File: src/rtl/uart_tx_fifo.sv
// Buffered 8N1 UART transmitter.
// Bytes queue in a FIFO and go out LSB first.
module uart_tx_fifo #(
  parameter int CLKS_PER_BIT = 217,
  parameter int FIFO_DEPTH   = 16
) (
  input  logic                        i_clk,
  input  logic                        i_rst,
  input  logic [7:0]                  i_data,
  input  logic                        i_valid,
  output logic                        o_ready,
  output logic                        o_uart,
  output logic                        o_busy,
  output logic [$clog2(FIFO_DEPTH):0] o_count
);

  localparam int AW = $clog2(FIFO_DEPTH);
  localparam int CW = AW + 1;
  localparam int TW = (CLKS_PER_BIT > 1) ?
                      $clog2(CLKS_PER_BIT) : 1;
  localparam logic [TW-1:0] T_LAST = TW'(CLKS_PER_BIT - 1);
  localparam logic [CW-1:0] FULL   = CW'(FIFO_DEPTH);

  typedef enum logic [1:0] {
    IDLE,
    START,
    DATA,
    STOP
  } state_e;

  logic [7:0]    mem_q [FIFO_DEPTH];
  logic [AW-1:0] wr_ptr_q, wr_ptr_d;
  logic [AW-1:0] rd_ptr_q, rd_ptr_d;
  logic [CW-1:0] count_q, count_d;
  state_e        state_q, state_d;
  logic [TW-1:0] timer_q, timer_d;
  logic [2:0]    bit_q, bit_d;
  logic [7:0]    shift_q, shift_d;
  logic          uart_q, uart_d;
  logic          busy_q, busy_d;
  logic          push, pop, t_last;

  // Writes are refused whenever full, even if a pop happens this cycle.
  assign o_ready = (count_q != FULL);
  assign push    = i_valid & o_ready;
  assign t_last  = (timer_q == T_LAST);

  // Frame sequencing; o_uart is precomputed for the next cycle.
  always_comb begin
    state_d = state_q;
    timer_d = timer_q;
    bit_d   = bit_q;
    shift_d = shift_q;
    uart_d  = uart_q;
    pop     = 1'b0;
    unique case (state_q)
      IDLE: begin
        uart_d  = 1'b1;
        timer_d = '0;
        if (count_q != '0) begin
          pop     = 1'b1;
          shift_d = mem_q[rd_ptr_q];
          state_d = START;
          uart_d  = 1'b0;
        end
      end
      START: begin
        timer_d = timer_q + TW'(1);
        if (t_last) begin
          timer_d = '0;
          bit_d   = '0;
          state_d = DATA;
          uart_d  = shift_q[0];
        end
      end
      DATA: begin
        timer_d = timer_q + TW'(1);
        if (t_last) begin
          timer_d = '0;
          if (bit_q == 3'd7) begin
            state_d = STOP;
            uart_d  = 1'b1;
          end else begin
            bit_d   = bit_q + 3'd1;
            shift_d = {1'b0, shift_q[7:1]};
            uart_d  = shift_q[1];
          end
        end
      end
      STOP: begin
        timer_d = timer_q + TW'(1);
        if (t_last) begin
          timer_d = '0;
          if (count_q != '0) begin
            pop     = 1'b1;
            shift_d = mem_q[rd_ptr_q];
            state_d = START;
            uart_d  = 1'b0;
          end else begin
            state_d = IDLE;
            uart_d  = 1'b1;
          end
        end
      end
      default: begin
        state_d = IDLE;
        uart_d  = 1'b1;
      end
    endcase
  end

  // Queue bookkeeping and busy flag for the next cycle.
  always_comb begin
    wr_ptr_d = wr_ptr_q + AW'(push);
    rd_ptr_d = rd_ptr_q + AW'(pop);
    count_d  = count_q + CW'(push) - CW'(pop);
    busy_d   = (state_d != IDLE) | (count_d != '0);
  end

  // Byte storage; contents need no reset as pointers do.
  always_ff @(posedge i_clk) begin
    if (push) begin
      mem_q[wr_ptr_q] <= i_data;
    end
  end

  // State registers with synchronous reset.
  always_ff @(posedge i_clk) begin
    if (i_rst) begin
      wr_ptr_q <= '0;
      rd_ptr_q <= '0;
      count_q  <= '0;
      state_q  <= IDLE;
      timer_q  <= '0;
      bit_q    <= '0;
      shift_q  <= '0;
      uart_q   <= 1'b1;
      busy_q   <= 1'b0;
    end else begin
      wr_ptr_q <= wr_ptr_d;
      rd_ptr_q <= rd_ptr_d;
      count_q  <= count_d;
      state_q  <= state_d;
      timer_q  <= timer_d;
      bit_q    <= bit_d;
      shift_q  <= shift_d;
      uart_q   <= uart_d;
      busy_q   <= busy_d;
    end
  end

  assign o_uart  = uart_q;
  assign o_busy  = busy_q;
  assign o_count = count_q;

endmodule
File: config.mk
export PLATFORM = sky130hd
export DESIGN_NAME = uart_tx_fifo
export DESIGN_NICKNAME = d
export VERILOG_FILES = /design/src/rtl/uart_tx_fifo.sv
export SDC_FILE = /design/constraint.sdc
export NUM_CORES = 1
export LEC_CHECK = 0
export ABC_CLOCK_PERIOD_IN_PS = 3800
export BUFFER_PORTS_ARGS = -buffer_cell sky130_fd_sc_hd__buf_2
export CAP_MARGIN = 40
export CORE_ASPECT_RATIO = 1.2
export CORE_MARGIN = 5
export CORE_UTILIZATION = 60
export CTS_BUF_LIST = sky130_fd_sc_hd__clkbuf_4 sky130_fd_sc_hd__clkbuf_8
export DETAILED_ROUTE_END_ITERATION = 10
export GPL_TIMING_DRIVEN = 0
export HOLD_SLACK_MARGIN = 0.06
export PLACE_DENSITY = 0.74
export SETUP_SLACK_MARGIN = 0.3
export SYNTH_ARGS = -nofsm -noshare
export SYNTH_HDL_FRONTEND = slang
export SYNTH_SLANG_ARGS = --single-unit
export TNS_END_PERCENT = 5
File: constraint.sdc
create_clock -name i_clk -period 3.8 [get_ports i_clk]
set_clock_uncertainty 0.05 [all_clocks]
set_input_delay 0.95 -clock i_clk [delete_from_list [all_inputs] [get_ports i_clk]]
set_output_delay 0.95 -clock i_clk [all_outputs]
set_load 0.05 [all_outputs]
### Yosys cells after proc, flatten, opt, wreduce, memory -nomap -nowiden

Memory sizes are Yosys's and may differ from the RTL's. A register that Yosys moved wholly into a read port is not among the register bits.
Cells that the tools add are included.

| operators by class | value |
|---|---|
| $add $sub $neg | 6 |
| equal/unequal tests | 10 |
| mux-type cells | 30 |
| bitwise logic cells | 2 |
| reductions and logical operators | 10 |

Operators by type and width:

| kind | number |
|---|---|
| 2-to-1 mux 8 bit | 5 |
| one-hot mux 8 bit (3 select lines) | 1 |
| one-hot mux 8 bit (2 select lines) | 1 |
| 2-to-1 mux 1 bit | 10 |
| 2-to-1 mux 2 bit | 5 |
| nonzero test 5 bit | 2 |
| 2-to-1 mux 3 bit | 3 |
| adder 4 x 1 -> 4 bit | 2 |
| adder 8 x 1 -> 8 bit (second input constant) | 1 |
| == test 8 bit (second input constant) | 1 |
| inequality test 2 bit (second input constant) | 4 |
| one-hot mux 2 bit (4 select lines) | 1 |
| AND reduction 4 bit | 2 |
| one-hot mux 3 bit (2 select lines) | 1 |
| adder 5 x 1 -> 5 bit | 1 |
| inequality test 5 bit (second input constant) | 1 |
| subtractor 5 x 1 -> 5 bit | 1 |
| == test 2 bit (second input constant) | 2 |
| 2-to-1 mux 4 bit | 1 |
| one-hot mux 1 bit (4 select lines) | 1 |
| nonzero test 2 bit | 2 |
| adder 3 x 1 -> 3 bit (second input constant) | 1 |
| == test 3 bit (second input constant) | 1 |
| AND reduction 3 bit | 1 |
| 7 further kinds | 7 |

| storage, ports and cells | value |
|---|---|
| register bits | 36 |
| memory bits (writable) | 128 |
| input port bits | 11 |
| output and inout bits | 8 |
| word-level logic and storage cells | 68 |
| memories kept | 1 |

Memories:

| name | words | bits a word | rd ports | clocked after memory_dff | wr ports | line | RTL |
|---|---|---|---|---|---|---|---|
| mem_q | 16 | 8 | 1 | 1 | 1 | 31 | `logic [7:0] mem_q [FIFO_DEPTH];` |

### Logic depth before layout (Yosys ltp)

| logic depth | value |
|---|---|
| word-level depth | 7 |
| gate-level depth with buffers | 13 |
| mapped depth without buffers | 13 |

### Worst setup path after synthesis

OpenSTA, ideal clock, no wires.

| timing path | value |
|---|---|
| path type | register to register |
| start point | register count_q[2] (netlist: o_count[2]) |
| end point | register busy_q (netlist: o_busy) |
| library setup time | 0.138 ns |
| arrival | 3.066 ns |
| data required time | 3.612 ns |
| path slack | 0.545 ns |
| stages on the path, launching flop included | 13 |
| path buffers | 0 |
| clock period less this slack | 3.255 ns |
| cells stage by stage | dfxtp_1 -> inv_1 -> ha_1 -> nand4bb_1 -> nand2_1 -> xnor2_1 -> ha_1 -> fa_1 -> a21oi_1 -> o21bai_1 -> xnor2_1 -> and4_1 -> a31oi_1 |

| between the ends | value |
|---|---|
| elaborated cells on any way between the ends | 15 |
| classes of those cells | 2 x add/sub; 1 x eq/ne; 7 x mux; 2 x bitwise; 3 x reduce/logical |

RTL lines:

| item | line | RTL |
|---|---|---|
| start: declaration | 34 | `logic [CW-1:0] count_q, count_d;` |
| start signal: assignment | 142 | `count_q <= count_d;` |
| inequality test 5 bit | 44 | `assign o_ready = (count_q != FULL);` |
| via o_ready | 11 | `output logic o_ready,` |
| AND 1 bit | 45 | `assign push = i_valid & o_ready;` |
| adder 5 x 1 -> 5 bit | 116 | `count_d = count_q + CW'(push) - CW'(pop);` |
| subtractor 5 x 1 -> 5 bit | 116 |  |
| nonzero test 5 bit | 117 | `busy_d = (state_d != IDLE) \| (count_d != '0);` |
| OR 1 bit | 117 |  |
| end signal: assignment | 148 | `busy_q <= busy_d;` |
| end: declaration | 40 | `logic busy_q, busy_d;` |

The timed path passes the listed nets, and every way through them passes these cells.
A chain may end at the register's enable or synchronous reset.

### Worst setup path after layout

| timing path | value |
|---|---|
| start point | register state_q[0] |
| end point | register busy_q (netlist: o_busy) |

| between the ends | value |
|---|---|
| cells in the longest elaborated chain, start to end | 5 |
| elaborated cells on any way between the ends | 15 |
| classes of those cells | 1 x add/sub; 3 x eq/ne; 7 x mux; 1 x bitwise; 3 x reduce/logical |

Ends and longest elaborated chain:

| item | line | RTL |
|---|---|---|
| start: declaration | 35 | `state_e state_q, state_d;` |
| start signal: assignment | 143 | `state_q <= state_d;` |
| == test 2 bit (tied with other cells) | 56 | `unique case (state_q)` |
| one-hot mux 1 bit (2 select lines) or 2-to-1 mux 2 bit (tied branches) | 56, 78 |  |
| subtractor 5 x 1 -> 5 bit or one-hot mux 2 bit (4 select lines) (tied branches) | 116, 56 |  |
| nonzero test 5 bit or nonzero test 2 bit (tied branches) | 117 |  |
| OR 1 bit * | 117 |  |

Every way passes the cells marked *; elsewhere a longest branch is shown, timed or not.

==> results.toml <==
[clock_tree]
cts_hold_buf = 0
clk_path_buf_depth = 2
clockRootBuffer = "clkbuf_8"
numCtsBuffers = 17
clkLatencyLatePin_ns = 0.44
ctsHtreeMaxLevel = 4
cts.sinks = 164
cts_tree = "done"
post_cts_buffers = 0
path_clk_slew_ns = 0.08

[setup_path]
crit_chain = "inv_1 -> ha_1 -> clkbuf_1 -> nor3_2 -> xnor2_1 -> ha_1 -> fa_1 -> a21oi_1 -> o21bai_1 -> xnor2_1 -> and4_1 -> a31oi_1"
crit_start = "state_q[0]$_SDFF_PP0_"
cpPeakStageDelay_ns = 0.41
cp_slowest_cell = "dfxtp_1"
reg2reg_to = "o_busy$_SDFF_PP0_"
critical_path_class = "register to register"
cp-endpoint = "o_busy$_SDFF_PP0_"
arrival_ns = 3.39
regToRegStartpoint = "state_q[0]$_SDFF_PP0_"
crit_path_end_kind = "register"
cp_max_fo = 8
critical_path_depth = 12
cp_num_buf_inv = 2
worst-r2r-setup-slack_ns = 0.67
cp.required_ns = 4.06
start_kind = "register"
crit_family = "adder cells"
reg2regPathDepth = 12

[drt]
routed_wl_um = 13100
dr.pass1.iters = 5
dr_total_vias = 3804
drc_errors = 0
viasPerCell = 5.96
initialDrtViolationCount = 278
wl_per_cell_um = 20.6
final_antenna_net_count = 0

[timing]
finalSetupViolations = 0
timing.fmax_mhz = 320
tightestPinTransition_ns = 0.882
fin_crit_ns = 3.13
finalHoldViolCount = 0
slew_violations = 0
relSlewSlack = 0.410
fin_tns_setup_ns = 0
post-route-period-util = 0.823
hold_ws_ns = 0.413
rsz0062_at_grt = "false"

[yosys]
ys_top_cells_by_area = "edfxtp_1 (56%), dfxtp_1 (11%), mux4_2 (7.3%)"
yosysTopAreaCell = "edfxtp_1"
synth_top_area_frac = 0.563
ys.flop_type = "edfxtp_1"
synthArstFlopShare = 0
avgSynthCellArea_um2 = 16.1
syn_inst = 424
synth-edff-count = 128
ys_seq_area_frac = 0.668
ys_types = 51
syn-num-nets = 453
syn_area_um2 = 6830
ys_ff_latch = 164
ys.warnings.count = 0

[power_and_ir_drop]
vdd_drop_max_uv = 349
power_density_nw_per_um2 = 606
totalPowerFinal_uw = 4580
p_leak_uw = 0.00255

[final_layout]
stdcell_area_um2 = 7550
synthToLayoutAreaGrowth_pct = 10.6
nets = 500
diodes = 0
drive_gt1_frac = 0.215

[die]
die_h_um = 127
ios = 19
die_area_um2 = 13600
fp-row-count = 42
coreArea_um2 = 11100
initial_core_util = 0.616
die_w_um = 107

[global_route]
grt_usage = 0.209
grt_pass1_vias = 3836
grt_pass1_wl_um = 20900
grt_max_degree = 17
overflow = 0
antenna_found_initial = 0

[placement]
placed_area_um2 = 7180
io_buffer_count = 18
gp_congestion = 0.776
hpwl_um = 8920

[run_status]
status = "complete, no violations"

[min_path]
hold_path.class = "register to register"

[flow_run]
maxCapViolCount = 0
[final cells by class]
type	count	area, µm²
Tap cell	154	193
Timing Repair Buffer	28	155
Sequential cell	164	4560
Inverter	10	37.5
Clock buffer	20	256
Multi-Input combinational cell	228	2060
Buffer	22	176
Clock inverter	12	108
Fill cell	740	3540
[worst reg2reg max path, cell delays in order (launching register included)]
cell and delay, ns:
dfxtp_1 0.41, inv_1 0.11, ha_1 0.30, clkbuf_1 0.21, nor3_2 0.38, xnor2_1 0.12, ha_1 0.22, fa_1 0.41
a21oi_1 0.19, o21bai_1 0.09, xnor2_1 0.21, and4_1 0.22, a31oi_1 0.08
[worst min path at each step]
stage	startpoint	endpoint	slack [ns]	depth (start not counted)
finish	timer_q[0]$_SDFF_PP0_	timer_q[0]$_SDFF_PP0_	0.41	1
global route	o_uart$_SDFFE_PP1P_	o_uart$_SDFFE_PP1P_	0.43	1
CTS	bit_q[2]$_SDFFE_PP0P_	bit_q[2]$_SDFFE_PP0P_	0.42	2
detailed placement	timer_q[0]$_SDFF_PP0_	timer_q[0]$_SDFF_PP0_	0.40	1
global placement	timer_q[0]$_SDFF_PP0_	timer_q[0]$_SDFF_PP0_	0.39	1
floorplan	timer_q[0]$_SDFF_PP0_	timer_q[0]$_SDFF_PP0_	0.38	1
[metal layers]
metal | wire length [µm] | GRT usage | part of all wire | vias up
met5 | 0 | 0 | 0 | -
met4 | 380 | 0.0847 | 0.029 | 0
met3 | 576 | 0.0422 | 0.044 | 36
met2 | 6780 | 0.345 | 0.52 | 120
met1 | 5400 | 0.272 | 0.41 | 1899
li1 | - | - | - | 1749
[layout by cell type (no fill, tap or decap), types with 2 or more instances in the layout]
master / count
inv_1: 10
nor2b_1: 6
or3_1: 3
clkbuf_4: 5
edfxtp_1: 128
nor3_1: 11
nand4_1: 3
inv_6: 2
mux4_2: 22
buf_6: 4
buf_2: 28
xnor2_1: 11
nand2_1: 15
a21oi_1: 17
clkbuf_8: 17
ha_1: 17
nor2_1: 42
xor2_1: 4
and2_1: 3
a211oi_1: 3
a211oi_2: 3
clkinvlp_4: 3
clkinv_4: 3
nand2b_1: 2
clkinv_1: 3
a31oi_1: 3
and3_1: 3
clkbuf_1: 4
o21ai_0: 8
dfxtp_1: 36
a22oi_1: 16
nand3_1: 6
mux4_1: 10
buf_4: 9
[what timing repair did]
item                       CTS  global route
hold endpoints to repair     0             0
resized for setup            0             2
setup endpoints to repair    0             1
[sequential cells by signal, summed over array words and instances, names as in the netlist]
signal    cells
timer_q       8
rd_ptr_q      4
o_busy        1
o_count       5
mem_q       128
state_q       2
shift_q       8
o_uart        1
bit_q         3
wr_ptr_q      4
[Yosys cell counts (4+ instances only)]
cell type	count
edfxtp_1	128
nor2_1	42
dfxtp_1	36
mux4_2	22
a21oi_1	17
ha_1	17
a22oi_1	16
nand2_1	15
nor3_1	12
xnor2_1	11
inv_1	10
mux4_1	10
o21ai_0	8
buf_2	6
nand3_1	6
nor2b_1	6
buf_6	4
clkbuf_1	4
xor2_1	4
[per-stage QoR]
step	cells	setup WS, ns	utilization
floorplan	424	0.545	-
global route	638	0.461	0.681
detailed placement	606	0.439	0.647
CTS	638	0.395	0.680
finish	638	0.672	0.681
global placement	596	0.486	0.641
[power by group]
| part | switching, µW | leakage (µW) | internal [µW] |
|---|---|---|---|
| combinational | 730 | 0.000926 | 554 |
| sequential | 80.6 | 0.00145 | 2060 |
| clock | 610 | 0.000177 | 539 |
[logic make-up after synthesis]
group | Yosys count | share of synthesized area
compound gates | 59 | 0.0612
xor+xnor | 15 | 0.0192
simple gates | 104 | 0.0748
buf+inv | 32 | 0.0313
mux | 32 | 0.111
flops | 164 | 0.668
fa+ha+maj | 18 | 0.0341
No activity file was read; power rests on OpenSTA's default activity.
